[src/rtl/serial_subtractor.sv]
// Bit-serial unsigned subtractor: d = a - b, one bit per clock, LSB first.
// A single full-subtractor cell is reused every cycle. Its borrow is held
// in a register between bits. The operands shift right past the cell. The
// difference shifts in from the MSB side, so after WIDTH bits it is aligned.
//
// Handshake rules, for both sides:
//   A transfer happens on a rising edge where valid and ready are both 1.
//   in_ready is 1 only in IDLE, and it is a direct decode of the state.
//   out_valid is registered. It stays 1, and d/borrow/zero stay stable,
//   until an edge where out_ready is 1.
//   Input and output never overlap. While a result waits for the
//   consumer, any operands offered on the input are ignored.
//
// state_dbg exposes the FSM state: 0 = IDLE, 1 = RUN, 2 = DONE.
module serial_subtractor #(
  parameter int WIDTH = 4
) (
  input  logic             clk,
  input  logic             rst,
  input  logic             in_valid,
  output logic             in_ready,
  input  logic [WIDTH-1:0] a,
  input  logic [WIDTH-1:0] b,
  output logic             out_valid,
  input  logic             out_ready,
  output logic [WIDTH-1:0] d,
  output logic             borrow,
  output logic             zero,
  output logic [1:0]       state_dbg
);

  localparam int CW = (WIDTH > 1) ? $clog2(WIDTH) : 1;
  localparam logic [CW-1:0] CNT_LAST = CW'(WIDTH - 1);
  localparam logic [CW-1:0] CNT_ONE  = CW'(1);

  typedef enum logic [1:0] {
    IDLE = 2'd0,
    RUN  = 2'd1,
    DONE = 2'd2
  } state_t;

  state_t           state;
  logic [WIDTH-1:0] a_sh;
  logic [WIDTH-1:0] b_sh;
  logic [WIDTH-1:0] d_sh;
  logic             br;
  logic [CW-1:0]    cnt;

  logic             x;
  logic             y;
  logic             dbit;
  logic             br_next;
  logic [WIDTH-1:0] d_next;

  // Full-subtractor cell acting on the current LSBs and the stored borrow.
  always_comb begin
    x       = a_sh[0];
    y       = b_sh[0];
    dbit    = x ^ y ^ br;
    br_next = (~x & y) | (br & ~(x ^ y));
    d_next  = {dbit, d_sh[WIDTH-1:1]};
  end

  assign in_ready  = (state == IDLE);
  assign state_dbg = state;

  // Control FSM and datapath registers. A reset at any time aborts an
  // operation that is in progress.
  always_ff @(posedge clk or posedge rst) begin
    if (rst) begin
      state     <= IDLE;
      a_sh      <= '0;
      b_sh      <= '0;
      d_sh      <= '0;
      br        <= 1'b0;
      cnt       <= '0;
      out_valid <= 1'b0;
      d         <= '0;
      borrow    <= 1'b0;
      zero      <= 1'b0;
    end else begin
      case (state)
        IDLE: begin
          if (in_valid) begin
            a_sh  <= a;
            b_sh  <= b;
            d_sh  <= '0;
            br    <= 1'b0;
            cnt   <= '0;
            state <= RUN;
          end
        end
        RUN: begin
          a_sh <= a_sh >> 1;
          b_sh <= b_sh >> 1;
          d_sh <= d_next;
          br   <= br_next;
          cnt  <= cnt + CNT_ONE;
          if (cnt == CNT_LAST) begin
            // Last bit: publish the completed result in the same edge.
            d         <= d_next;
            borrow    <= br_next;
            zero      <= (d_next == '0);
            out_valid <= 1'b1;
            cnt       <= '0;
            state     <= DONE;
          end
        end
        DONE: begin
          if (out_ready) begin
            out_valid <= 1'b0;
            state     <= IDLE;
          end
        end
        default: begin
          out_valid <= 1'b0;
          state     <= IDLE;
        end
      endcase
    end
  end

endmodule

[config.mk]
export PLATFORM = sky130hd
export DESIGN_NAME = serial_subtractor
export DESIGN_NICKNAME = d
export VERILOG_FILES = /design/src/rtl/serial_subtractor.sv
export SDC_FILE = /design/constraint.sdc
export NUM_CORES = 1
export LEC_CHECK = 0
export ABC_AREA = 0
export BUFFER_PORTS_ARGS = -buffer_cell sky130_fd_sc_hd__buf_2
export CAP_MARGIN = 10
export CORE_ASPECT_RATIO = 0.8
export CORE_MARGIN = 2
export CORE_UTILIZATION = 49
export DETAILED_ROUTE_END_ITERATION = 8
export PLACE_DENSITY = 0.83
export SETUP_SLACK_MARGIN = 0.2
export SYNTH_ARGS = -nofsm -noshare
export SYNTH_HDL_FRONTEND = slang
export SYNTH_SLANG_ARGS = --single-unit
export TNS_END_PERCENT = 50
[constraint.sdc]
create_clock -name clk -period 1.6 [get_ports clk]
set_clock_uncertainty 0.05 [all_clocks]
set_input_delay 0.16 -clock clk [delete_from_list [all_inputs] [get_ports clk]]
set_output_delay 0.16 -clock clk [all_outputs]
set_load 0.1 [all_outputs]
==> impl_metrics.env <==
export IMPL_outcome="complete, no violations"
export IMPL_grt_pass1_wl_mm=3.66
export IMPL_synth_top_cell_area_share_pct=51.3
export IMPL_final_cell_mix="dfrtp_1 (21), buf_2 (18), buf_4 (16)"
export IMPL_layout_commonest_cell="dfrtp_1"
export IMPL_cp_cell_sequence="fa_1 > nor4_2 > mux2_4"
export IMPL_overflow=0
export IMPL_r2r_worst_path_cells=3
export IMPL_rows=15
export IMPL_clk_latency_ns=0.31
export IMPL_clk_pin_slew_worst_paths_ns=0.13
export IMPL_cts_buffers_inserted=3
export IMPL_grt_usage_pct=18.7
export IMPL_synth_seq_cells=23
export IMPL_cts_tree="built"
export IMPL_syn_num_nets=100
export IMPL_yosys_warnings=0
export IMPL_tightest_slew_ns=0.577
export IMPL_critPathLaunchType="register"
export IMPL_ys_top_cells_by_area="dfrtp_1 (51%), mux2_1 (6.0%), a211oi_2 (5.6%), a22o_1 (5.5%), nor3b_1 (4.0%)"
export IMPL_critPathArrivalTime_ns=1.66
export IMPL_grt_max_degree=16
export IMPL_start_util_pct=52.0
export IMPL_placed_area_um2=1260
export IMPL_diodes=0
export IMPL_crit_type="register to register"
export IMPL_grt_pass1_vias=824
export IMPL_synth_largest_area_cell="dfrtp_1"
export IMPL_maxCapViolCount=0
export IMPL_die_x_um=57.5
export IMPL_gp_congestion=0.696
export IMPL_pin_count=22
export IMPL_syn_area_per_cell_um2=13.1
export IMPL_finalCritPeriodShare_pct=93.2
export IMPL_clock_fmax_mhz=671
export IMPL_nets=136
export IMPL_synth_cell_types=23
export IMPL_slew_headroom_pct=61.5
export IMPL_final_min_clock_period_ns=1.49
export IMPL_setup_violations=0
export IMPL_hold_violations=0
export IMPL_worst_hold_path_num_cells=2
export IMPL_via_per_inst=5.54
export IMPL_worst_path_max_delay_cell="fa_1"
export IMPL_wl_per_cell_um=15.2
export IMPL_areaGrowthSynthToFinish_pct=29.2
export IMPL_rsz0062_at_grt="yes"
export IMPL_final_layout_size_suffix_gt1_share_pct=51.2
export IMPL_slew_violations=0
export IMPL_cts_sinks=23
export IMPL_first_pass_iters=4
export IMPL_hold_class="primary input to register"
export IMPL_antenna_found_initial=0
export IMPL_fillers=168
export IMPL_critical_path_peak_fanout=3
export IMPL_finalWirelength_mm=2.23
export IMPL_dieHeight_um=46.8
export IMPL_netlist_area_um2=1120
export IMPL_end_kind="register"
export IMPL_syn_instance_count=86
export IMPL_cts_buffer_depth=2
export IMPL_hold_ws_ns=0.0350
export IMPL_tns_ns=0
export IMPL_core_area_um2=2160
export IMPL_design_area_um2=1450
export IMPL_postRouteAntennaNets=0
export IMPL_h_tree_depth=1
export IMPL_fp_dieArea_um2=2690
export IMPL_cts_root_buf="clkbuf_4"
export IMPL_slowest_delay_ns=0.60
export IMPL_drt_iter0_drc=11
export IMPL_port_buffers=21
export IMPL_critPathRequiredTime_ns=1.76
export IMPL_yosysSeqAreaShare_pct=51.3
export IMPL_drc=0
export IMPL_hpwl_mm=1.37
export IMPL_dr_total_vias=809
-- logic make-up after synthesis --
kind of cell               count (synthesis)  synth area share [%]
AOI/OAI and AO/OA                         19                  16.9
DFF                                       23                  51.3
and+or+nand+nor                           20                  15.2
buffers and inverters                     16                  7.69
adders and majority gates                  2                  2.90
muxes                                      6                  6.02
-- area by class of cell --
class | instances | area, um2 | area share (%)
Tap cell | 25 | 31.3 | 2.16
Clock buffer | 3 | 22.5 | 1.55
Inverter | 9 | 33.8 | 2.33
Clock inverter | 1 | 5.00 | 0.345
Timing Repair Buffer | 38 | 272 | 18.7
Multi-Input combinational cell | 47 | 503 | 34.7
Sequential cell | 23 | 583 | 40.2
-- cell usage after synthesis --
master	count
a211oi_2	5
a21oi_1	2
a221oi_1	1
a22o_1	7
a32o_1	2
buf_2	3
buf_4	2
buf_6	2
dfrtp_1	23
fa_1	1
ha_1	1
inv_1	9
mux2_1	6
nand2b_1	2
nand3b_4	1
nor2_1	3
nor2b_1	2
nor3b_1	6
nor4_1	1
nor4b_1	2
nor4b_2	3
o21bai_4	1
o2bb2ai_1	1
-- worst paths after layout --
path	endpoint	from	slack, ns
hold reg to reg	d[0]	d[0]	0.45
min in group asynchronous	a_sh[0]	rst	0.38
hold / removal	b_sh[3]	b[3]	0.04
setup reg to reg	zero	a_sh[0]	0.11
max in group asynchronous	d[2]	rst	0.58
setup / recovery	zero	a_sh[0]	0.11
-- registers in the layout, summed over array words and instances, names as in the netlist --
register and count:
zero 1, d_sh 3, a_sh 4, borrow 1, cnt 2, br 1, d 4, out_valid 1
state_dbg 2, b_sh 4
-- stage by stage --
| stage | cells | setup slack, ns | util [%] |
|---|---|---|---|
| after global routing | 146 | 0.0717 | 67.2 |
| after detailed placement | 127 | 0.0904 | 58.4 |
| after CTS | 140 | 0.102 | 64.1 |
| after floorplan | 86 | -0.0899 | - |
| final | 146 | 0.109 | 67.2 |
| after global placement | 127 | 0.145 | 58.4 |
-- per-layer routing --
metal / global-route usage [%] / vias up / part of all wire (%)
met1: 21.2 / 408 / 43
met5: 0 / - / 0
li1: - / 378 / -
met3: 5.23 / 4 / 4.2
met2: 34.5 / 19 / 51
met4: 7.44 / 0 / 1.6
-- worst max-delay path, delay by kind of cell (launching register included) --
family | cells | cell delay [ns]
fa+ha+maj | 1 | 0.60
flops | 1 | 0.43
simple gates | 1 | 0.05
mux | 1 | 0.26
-- what timing repair did --
| item | 4_1_cts | 5_1_grt |
|---|---|---|
| resized for setup | 5 | 6 |
| pin swaps | 3 | 4 |
| setup endpoints to repair | 6 | 21 |
| hold buffers | 1 | 0 |
| buffers inserted | 8 | 6 |
| hold endpoints to repair | 14 | 0 |
Power is left out: the tool's default activity adds up to more than one toggle a clock period on the data nets, which glitch-free logic cannot reach.
